$ cat config.mk
export PLATFORM = sky130hd
export DESIGN_NAME = instr_fetch_unit_flat
export DESIGN_NICKNAME = d
export VERILOG_FILES = /design/src/rtl/instr_fetch_unit_if.sv /design/src/rtl/instr_fetch_unit.sv /design/src/flat_wrapper.sv
export SDC_FILE = /design/constraint.sdc
export NUM_CORES = 1
export LEC_CHECK = 0
export ABC_AREA = 0
export CAP_MARGIN = 10
export CORE_UTILIZATION = 60
export CTS_CLUSTER_DIAMETER = 80
export DETAILED_ROUTE_END_ITERATION = 6
export PLACE_DENSITY_LB_ADDON = 0.08
export SLEW_MARGIN = 10
export SYNTH_ARGS = -nofsm -noshare
export SYNTH_HDL_FRONTEND = slang
export SYNTH_SLANG_ARGS = --single-unit
$ cat constraint.sdc
create_clock -name clk -period 3.3 [get_ports clk]
set_clock_uncertainty 0.1 [all_clocks]
set_input_delay 0.66 -clock clk [delete_from_list [all_inputs] [get_ports clk]]
set_output_delay 0.66 -clock clk [all_outputs]
set_load 0.02 [all_outputs]
$ cat src/rtl/instr_fetch_unit_if.sv
// -----------------------------------------------------------------------------
// instr_fetch_unit_if
//
// Purpose: groups the program-byte load handshake and the instruction issue
// bus of instr_fetch_unit into one bundle.
//
// Signals:
//   byte_in     [7:0]   program byte, high byte of an instruction first
//   byte_valid          byte_in carries a byte this cycle
//   byte_ready          fetch unit can take a byte; transfer when both high
//   instruction [15:0]  registered instruction word for the compute unit
//   instr_valid         registered; instruction is a new issue this cycle
//
// Modports:
//   master  - byte source / instruction consumer (testbench, loader)
//   slave   - the fetch unit itself
// -----------------------------------------------------------------------------
interface instr_fetch_unit_if;
    logic [7:0]  byte_in;
    logic        byte_valid;
    logic        byte_ready;
    logic [15:0] instruction;
    logic        instr_valid;

    modport master (
        output byte_in,
        output byte_valid,
        input  byte_ready,
        input  instruction,
        input  instr_valid
    );

    modport slave (
        input  byte_in,
        input  byte_valid,
        output byte_ready,
        output instruction,
        output instr_valid
    );
endinterface

$ cat src/rtl/instr_fetch_unit.sv
// -----------------------------------------------------------------------------
// instr_fetch_unit
//
// Purpose: loads a program of up to 16 sixteen-bit instructions as a byte
// stream (high byte first), then on 'run' issues them one per enabled cycle
// to a downstream compute unit.
//
// Ports:
//   clk        rising-edge clock
//   rst_n      asynchronous active-low reset
//   ena        issue enable while running
//   run        level; starts/sustains issue, low aborts or ends it
//   clear      pulse; empties program memory (ignored while running)
//   bus        instr_fetch_unit_if.slave: byte load handshake + issue bus
//   pc         index of the next entry to issue
//   prog_len   number of loaded instructions, 0..16
//   busy       high in RUN and DONE
//
// Configuration:
//   IFU_LOOP_EN  when defined, issue wraps from the last entry back to entry 0
//                and continues while run stays high (DONE is never entered).
//                When undefined, issuing the last entry moves to DONE.
// -----------------------------------------------------------------------------
module instr_fetch_unit (
    input  logic               clk,
    input  logic               rst_n,
    input  logic               ena,
    input  logic               run,
    input  logic               clear,
    instr_fetch_unit_if.slave  bus,
    output logic [3:0]         pc,
    output logic [4:0]         prog_len,
    output logic               busy
);

    typedef enum logic [1:0] {
        IDLE    = 2'd0,
        LOAD_LO = 2'd1,
        RUN     = 2'd2,
        DONE    = 2'd3
    } state_t;

    state_t      state, state_n;
    logic [3:0]  pc_q, pc_n;
    logic [4:0]  len_q, len_n;
    logic [7:0]  hi_q, hi_n;
    logic [15:0] instr_q, instr_n;
    logic        valid_q, valid_n;

    logic [15:0] mem [16];
    logic        mem_we;
    logic        ready;
    logic        accept;
    logic [3:0]  last_idx;

    // Loading is only possible with room left and no run/clear competing;
    // run therefore has priority over a byte offered in IDLE.
    assign ready  = ((state == IDLE) && !run && !clear && (len_q < 5'd16)) ||
                    ((state == LOAD_LO) && !clear);
    assign accept = bus.byte_valid && ready;

    // Index of the final loaded entry; modulo 16 so a full program (16) gives 15.
    assign last_idx = len_q[3:0] - 4'd1;

    always_comb begin
        // NOTE: every value written here gets a default first, so no path
        // through the case statement can leave it unassigned and infer a latch.
        state_n = state;
        pc_n    = pc_q;
        len_n   = len_q;
        hi_n    = hi_q;
        instr_n = instr_q;
        valid_n = 1'b0;
        mem_we  = 1'b0;

        case (state)
            IDLE: begin
                if (clear) begin
                    len_n = 5'd0;
                    hi_n  = 8'h00;
                end else if (run) begin
                    // An empty program cannot start; stay put until loaded.
                    if (len_q != 5'd0) begin
                        pc_n    = 4'd0;
                        state_n = RUN;
                    end
                end else if (accept) begin
                    hi_n    = bus.byte_in;
                    state_n = LOAD_LO;
                end
            end

            LOAD_LO: begin
                if (clear) begin
                    len_n   = 5'd0;
                    hi_n    = 8'h00;
                    state_n = IDLE;
                end else if (accept) begin
                    mem_we  = !len_q[4];
                    len_n   = len_q[4] ? len_q : len_q + 5'd1;
                    state_n = IDLE;
                end
            end

            RUN: begin
                if (!run) begin
                    // Abort: leave a No-Op on the bus for the compute unit.
                    state_n = IDLE;
                    instr_n = 16'h0000;
                end else if (ena) begin
                    instr_n = mem[pc_q];
                    valid_n = 1'b1;
                    if (pc_q == last_idx) begin
`ifdef IFU_LOOP_EN
                        pc_n = 4'd0;
`else
                        pc_n    = pc_q + 4'd1;
                        state_n = DONE;
`endif
                    end else begin
                        pc_n = pc_q + 4'd1;
                    end
                end
            end

            DONE: begin
                instr_n = 16'h0000;
                if (!run) begin
                    pc_n    = 4'd0;
                    state_n = IDLE;
                end
            end

            default: state_n = IDLE;
        endcase
    end

    always_ff @(posedge clk or negedge rst_n) begin
        // NOTE: sequential state uses non-blocking assignments so every register
        // samples the pre-edge values regardless of statement order.
        if (!rst_n) begin
            state   <= IDLE;
            pc_q    <= 4'd0;
            len_q   <= 5'd0;
            hi_q    <= 8'h00;
            instr_q <= 16'h0000;
            valid_q <= 1'b0;
        end else begin
            state   <= state_n;
            pc_q    <= pc_n;
            len_q   <= len_n;
            hi_q    <= hi_n;
            instr_q <= instr_n;
            valid_q <= valid_n;
        end
    end

    // NOTE: the program memory has no reset; prog_len alone defines which
    // entries are meaningful, so clearing the array would be wasted logic.
    always_ff @(posedge clk) begin
        if (mem_we) begin
            mem[len_q[3:0]] <= {hi_q, bus.byte_in};
        end
    end

    assign bus.byte_ready  = ready;
    assign bus.instruction = instr_q;
    assign bus.instr_valid = valid_q;
    assign pc              = pc_q;
    assign prog_len        = len_q;
    assign busy            = (state == RUN) || (state == DONE);

endmodule

$ cat src/flat_wrapper.sv
// flat-port wrapper written by rule: the top's interface ports become plain ports
module instr_fetch_unit_flat 
  (clk, rst_n, ena, run, clear, pc, prog_len, busy, bus_byte_in, bus_byte_valid, bus_byte_ready, bus_instruction, bus_instr_valid);
  instr_fetch_unit_if bus_i ();
  input  logic clk;
  input  logic rst_n;
  input  logic ena;
  input  logic run;
  input  logic clear;
  output logic [3:0] pc;
  output logic [4:0] prog_len;
  output logic busy;
  input wire logic [$bits(bus_i.byte_in)-1:0] bus_byte_in;
  input wire logic [$bits(bus_i.byte_valid)-1:0] bus_byte_valid;
  output wire logic [$bits(bus_i.byte_ready)-1:0] bus_byte_ready;
  output wire logic [$bits(bus_i.instruction)-1:0] bus_instruction;
  output wire logic [$bits(bus_i.instr_valid)-1:0] bus_instr_valid;
  assign bus_i.byte_in = bus_byte_in;
  assign bus_i.byte_valid = bus_byte_valid;
  assign bus_byte_ready = bus_i.byte_ready;
  assign bus_instruction = bus_i.instruction;
  assign bus_instr_valid = bus_i.instr_valid;
  instr_fetch_unit u_core (.clk(clk), .rst_n(rst_n), .ena(ena), .run(run), .clear(clear), .bus(bus_i), .pc(pc), .prog_len(prog_len), .busy(busy));
endmodule
==> results.tsv <==
stage	metric	value	unit
timing	timing.final.crit_share	85.3	%
timing	max_freq	355	MHz
clock_network	post_cts_buffers	0	
worst_setup_path	endpoint_kind	output port	
logic_synthesis	ys.flop_type	edfxtp_1	
worst_setup_path	cp_top_family	flip-flops	
routing	drtPass1Iterations	6	
logic_synthesis	syn_area	11400	um2
timing	setup_viol	0	
die	dieArea	19600	um2
placement	place.gp.congestion	0.933	
logic_synthesis	syn_inst	584	
routing	drtIter0Drc	721	
timing	setup_slack	0.487	ns
clock_network	holdBufCountCts	0	
layout	finish.net_count	666	
logic_synthesis	synth_edf_count	256	
routing	drc_errors	0	
logic_synthesis	synth_nets	604	
outcome	outcome	finished, final reports clean	
clock_network	clock-sinks	292	
global_routing	antenna_found_initial	1	
worst_setup_path	path_cells	clkdlybuf4s50_1	
timing	period_minus_slack	2.81	ns
clock_network	cts_root_buffer	clkbuf_16	
job	cap_viol_max_count	0	
global_routing	overflow	0	
placement	dp_hpwl	16000	um
min_path	hp-class	primary input to asynchronous set/reset pin	
die	row_count	50	
timing	slew_viol_final	0	
timing	hold_viol	0	
worst_setup_path	worstPathArrival	2.05	ns
logic_synthesis	yosys_warnings	0	
placement	place_ws	0.435	ns
power_and_ir_drop	power_switching	3.04	mW
timing	rsz0062_at_grt	false	
timing	slew_headroom	29.9	%
clock_network	htree_levels	1	
routing	drt-total-wl	25700	um
clock_network	cts_made_buffers	28	
placement	numPortBuffers	41	
clock_network	cts-resized-gates	0	
layout	fin_cells	902	
timing	worstMarginPinSlew	1.05	ns
die	ioPinCount	42	
clock_network	tritoncts	built	
logic_synthesis	yosysSeqAreaShare	75.2	%
die	die_h	140	um
power_and_ir_drop	power_density	799	nW/um2
timing	fin_setup_tns	0	ns
die	die_x	140	um
layout	area_growth	15.6	%
worst_setup_path	path_class	flop to output port	
worst_setup_path	cp-start-kind	flop	
power_and_ir_drop	pwr-share-seq	46.6	%
placement	placedCellCount	850	
power_and_ir_drop	internal-power	7.50	mW
timing	timing.hold.ws	0.141	ns
power_and_ir_drop	pwr-share-comb	21.9	%
die	core_area	18700	um2
worst_setup_path	cp_data_required_time	2.54	ns
power_and_ir_drop	power.clock.fraction	31.5	%
clock_network	clk_latency	0.53	ns
global_routing	grt_pass1_wl	39400	um
worst_setup_path	cp_slowest_cell	dfrtp_4	
global_routing	grt_use_total	27.9	%
worst_setup_path	cp_num_buf_inv	1	
routing	route.vias.total	5916	
routing	ant_nets	0	
routing	routedWlPerCell	28.5	um
power_and_ir_drop	switching_share	28.8	%
clock_network	clockBufferDepth	3	
routing	vias_per_cell	6.56	
worst_setup_path	crit_fanout	35	
die	initial_utilization	61.1	%
global_routing	grt_pass1_vias	5909	
power_and_ir_drop	leakage	4.35	nW
power_and_ir_drop	peakVddDrop	0.000476	V
global_routing	grt_start_max_net_pins	37	
logic_synthesis	synth_cell_types	41	
layout	antenna_cells	0	
layout	drive_gt1_share	22.8	%
logic_synthesis	async_flop_share	12.3	%
clock_network	clk_pin_slew	0.07	ns
logic_synthesis	synth_seq_cells	292	
logic_synthesis	syn_avg_cell_area	19.6	um2
worst_setup_path	max_stage_delay	0.81	ns
-- layout make-up --
type                            count  area (um2)
Clock buffer                       36         762
Clock inverter                     16         206
Fill cell                        1130        5510
Inverter                            6        22.5
Multi-Input combinational cell    252        2700
Sequential cell                   292        8600
Tap cell                          234         293
Timing Repair Buffer               66         618
-- final timing paths --
path / slack [ns] / start / cells past startpoint / end
hold reg to reg: 0.44 / u_core.bus.instruction[12] / 2 / u_core.bus.instruction[12]
min in group clk: 0.44 / u_core.bus.instruction[12] / 2 / u_core.bus.instruction[12]
hold / removal: 0.14 / rst_n / 1 / u_core.prog_len[4]
max in group asynchronous: 2.30 / rst_n / 1 / u_core.pc[0]
setup reg to reg: 0.96 / u_core.state[1] / 6 / u_core.bus.instruction[0]
setup / recovery: 0.49 / u_core.pc[1] / 1 / pc[1]
-- state kept, by name, indices dropped and copies added (netlist names) --
name and flops:
u_core.bus.instr_valid 1, u_core.bus.instruction 16, u_core.pc 4, u_core.prog_len 5
u_core.hi_q 8, u_core.state 2, u_core.mem 256
-- cell usage in the layout, fill, tap and decap left out, types with 10 or more instances in the layout --
master           synthesis  routed
edfxtp_1               256     256
nor2_2                   0      12
buf_4                    2      23
mux4_2                  64      64
clkdlybuf4s50_1          0      40
dfrtp_1                 36      34
nand2_1                 39      39
mux2i_1                 17      17
o21ai_0                 12      12
a22oi_1                 17      17
nor2_1                  22      10
clkbuf_16                0      29
o211ai_1                18      18
-- stage by stage --
| step | instance area (um2) | power, mW | util (%) |
|---|---|---|---|
| 2_1_floorplan | 11400 | 6.27 | - |
| 3_3_place_gp | 12200 | 7.25 | 65.4 |
| 3_5_place_dp | 12200 | 7.30 | 65.4 |
| 4_1_cts | 13200 | 10.6 | 70.6 |
| 5_1_grt | 13200 | 10.9 | 70.6 |
| 6_report | 13200 | 10.5 | 70.6 |
-- logic make-up after synthesis --
family,count (synthesis),synth area share (%)
fa+ha+maj,6,0.657
mux,81,14.1
flops,292,75.2
simple gates,95,3.94
xor+xnor,7,0.668
compound gates,63,3.83
buf+inv,40,1.58
-- power groups by stage --
stage / sequential [mW] / combinational, mW / clock [mW]
6_report: 4.91 / 2.31 / 3.32
4_1_cts: 4.92 / 2.32 / 3.36
3_5_place_dp: 4.99 / 2.31 / 0
2_1_floorplan: 4.70 / 1.57 / 0
3_3_place_gp: 4.96 / 2.29 / 0
5_1_grt: 4.96 / 2.46 / 3.50
-- worst register-to-register path: cells and delay by family (launching register included) --
kind	cells	cell delay, ns
simple gates	3	1.07
flops	1	0.57
compound gates	2	0.38
buf+inv	1	0.13
-- per-layer routing --
metal	wire [um]	track usage (%)	share of wire, %	vias to the layer above
met5	0	0	0	-
met1	11100	42.2	43	3125
met4	802	9.77	3.1	0
met2	11800	41.6	46	254
li1	-	-	-	2487
met3	1940	5.33	7.6	50
-- cell usage after synthesis, types with 6 or more instances --
cell type / instances / share of area (%)
edfxtp_1: 256 / 67
mux4_2: 64 / 13
nand2_1: 39 / 1.3
dfrtp_1: 36 / 7.9
nor2_1: 22 / 0.72
o211ai_1: 18 / 1.2
a22oi_1: 17 / 1.1
clkbuf_1: 17 / 0.56
mux2i_1: 17 / 1.5
o21ai_0: 12 / 0.53
buf_2: 10 / 0.44
nor3_1: 7 / 0.31
ha_1: 6 / 0.66
No activity file was read; power rests on OpenSTA's default activity.
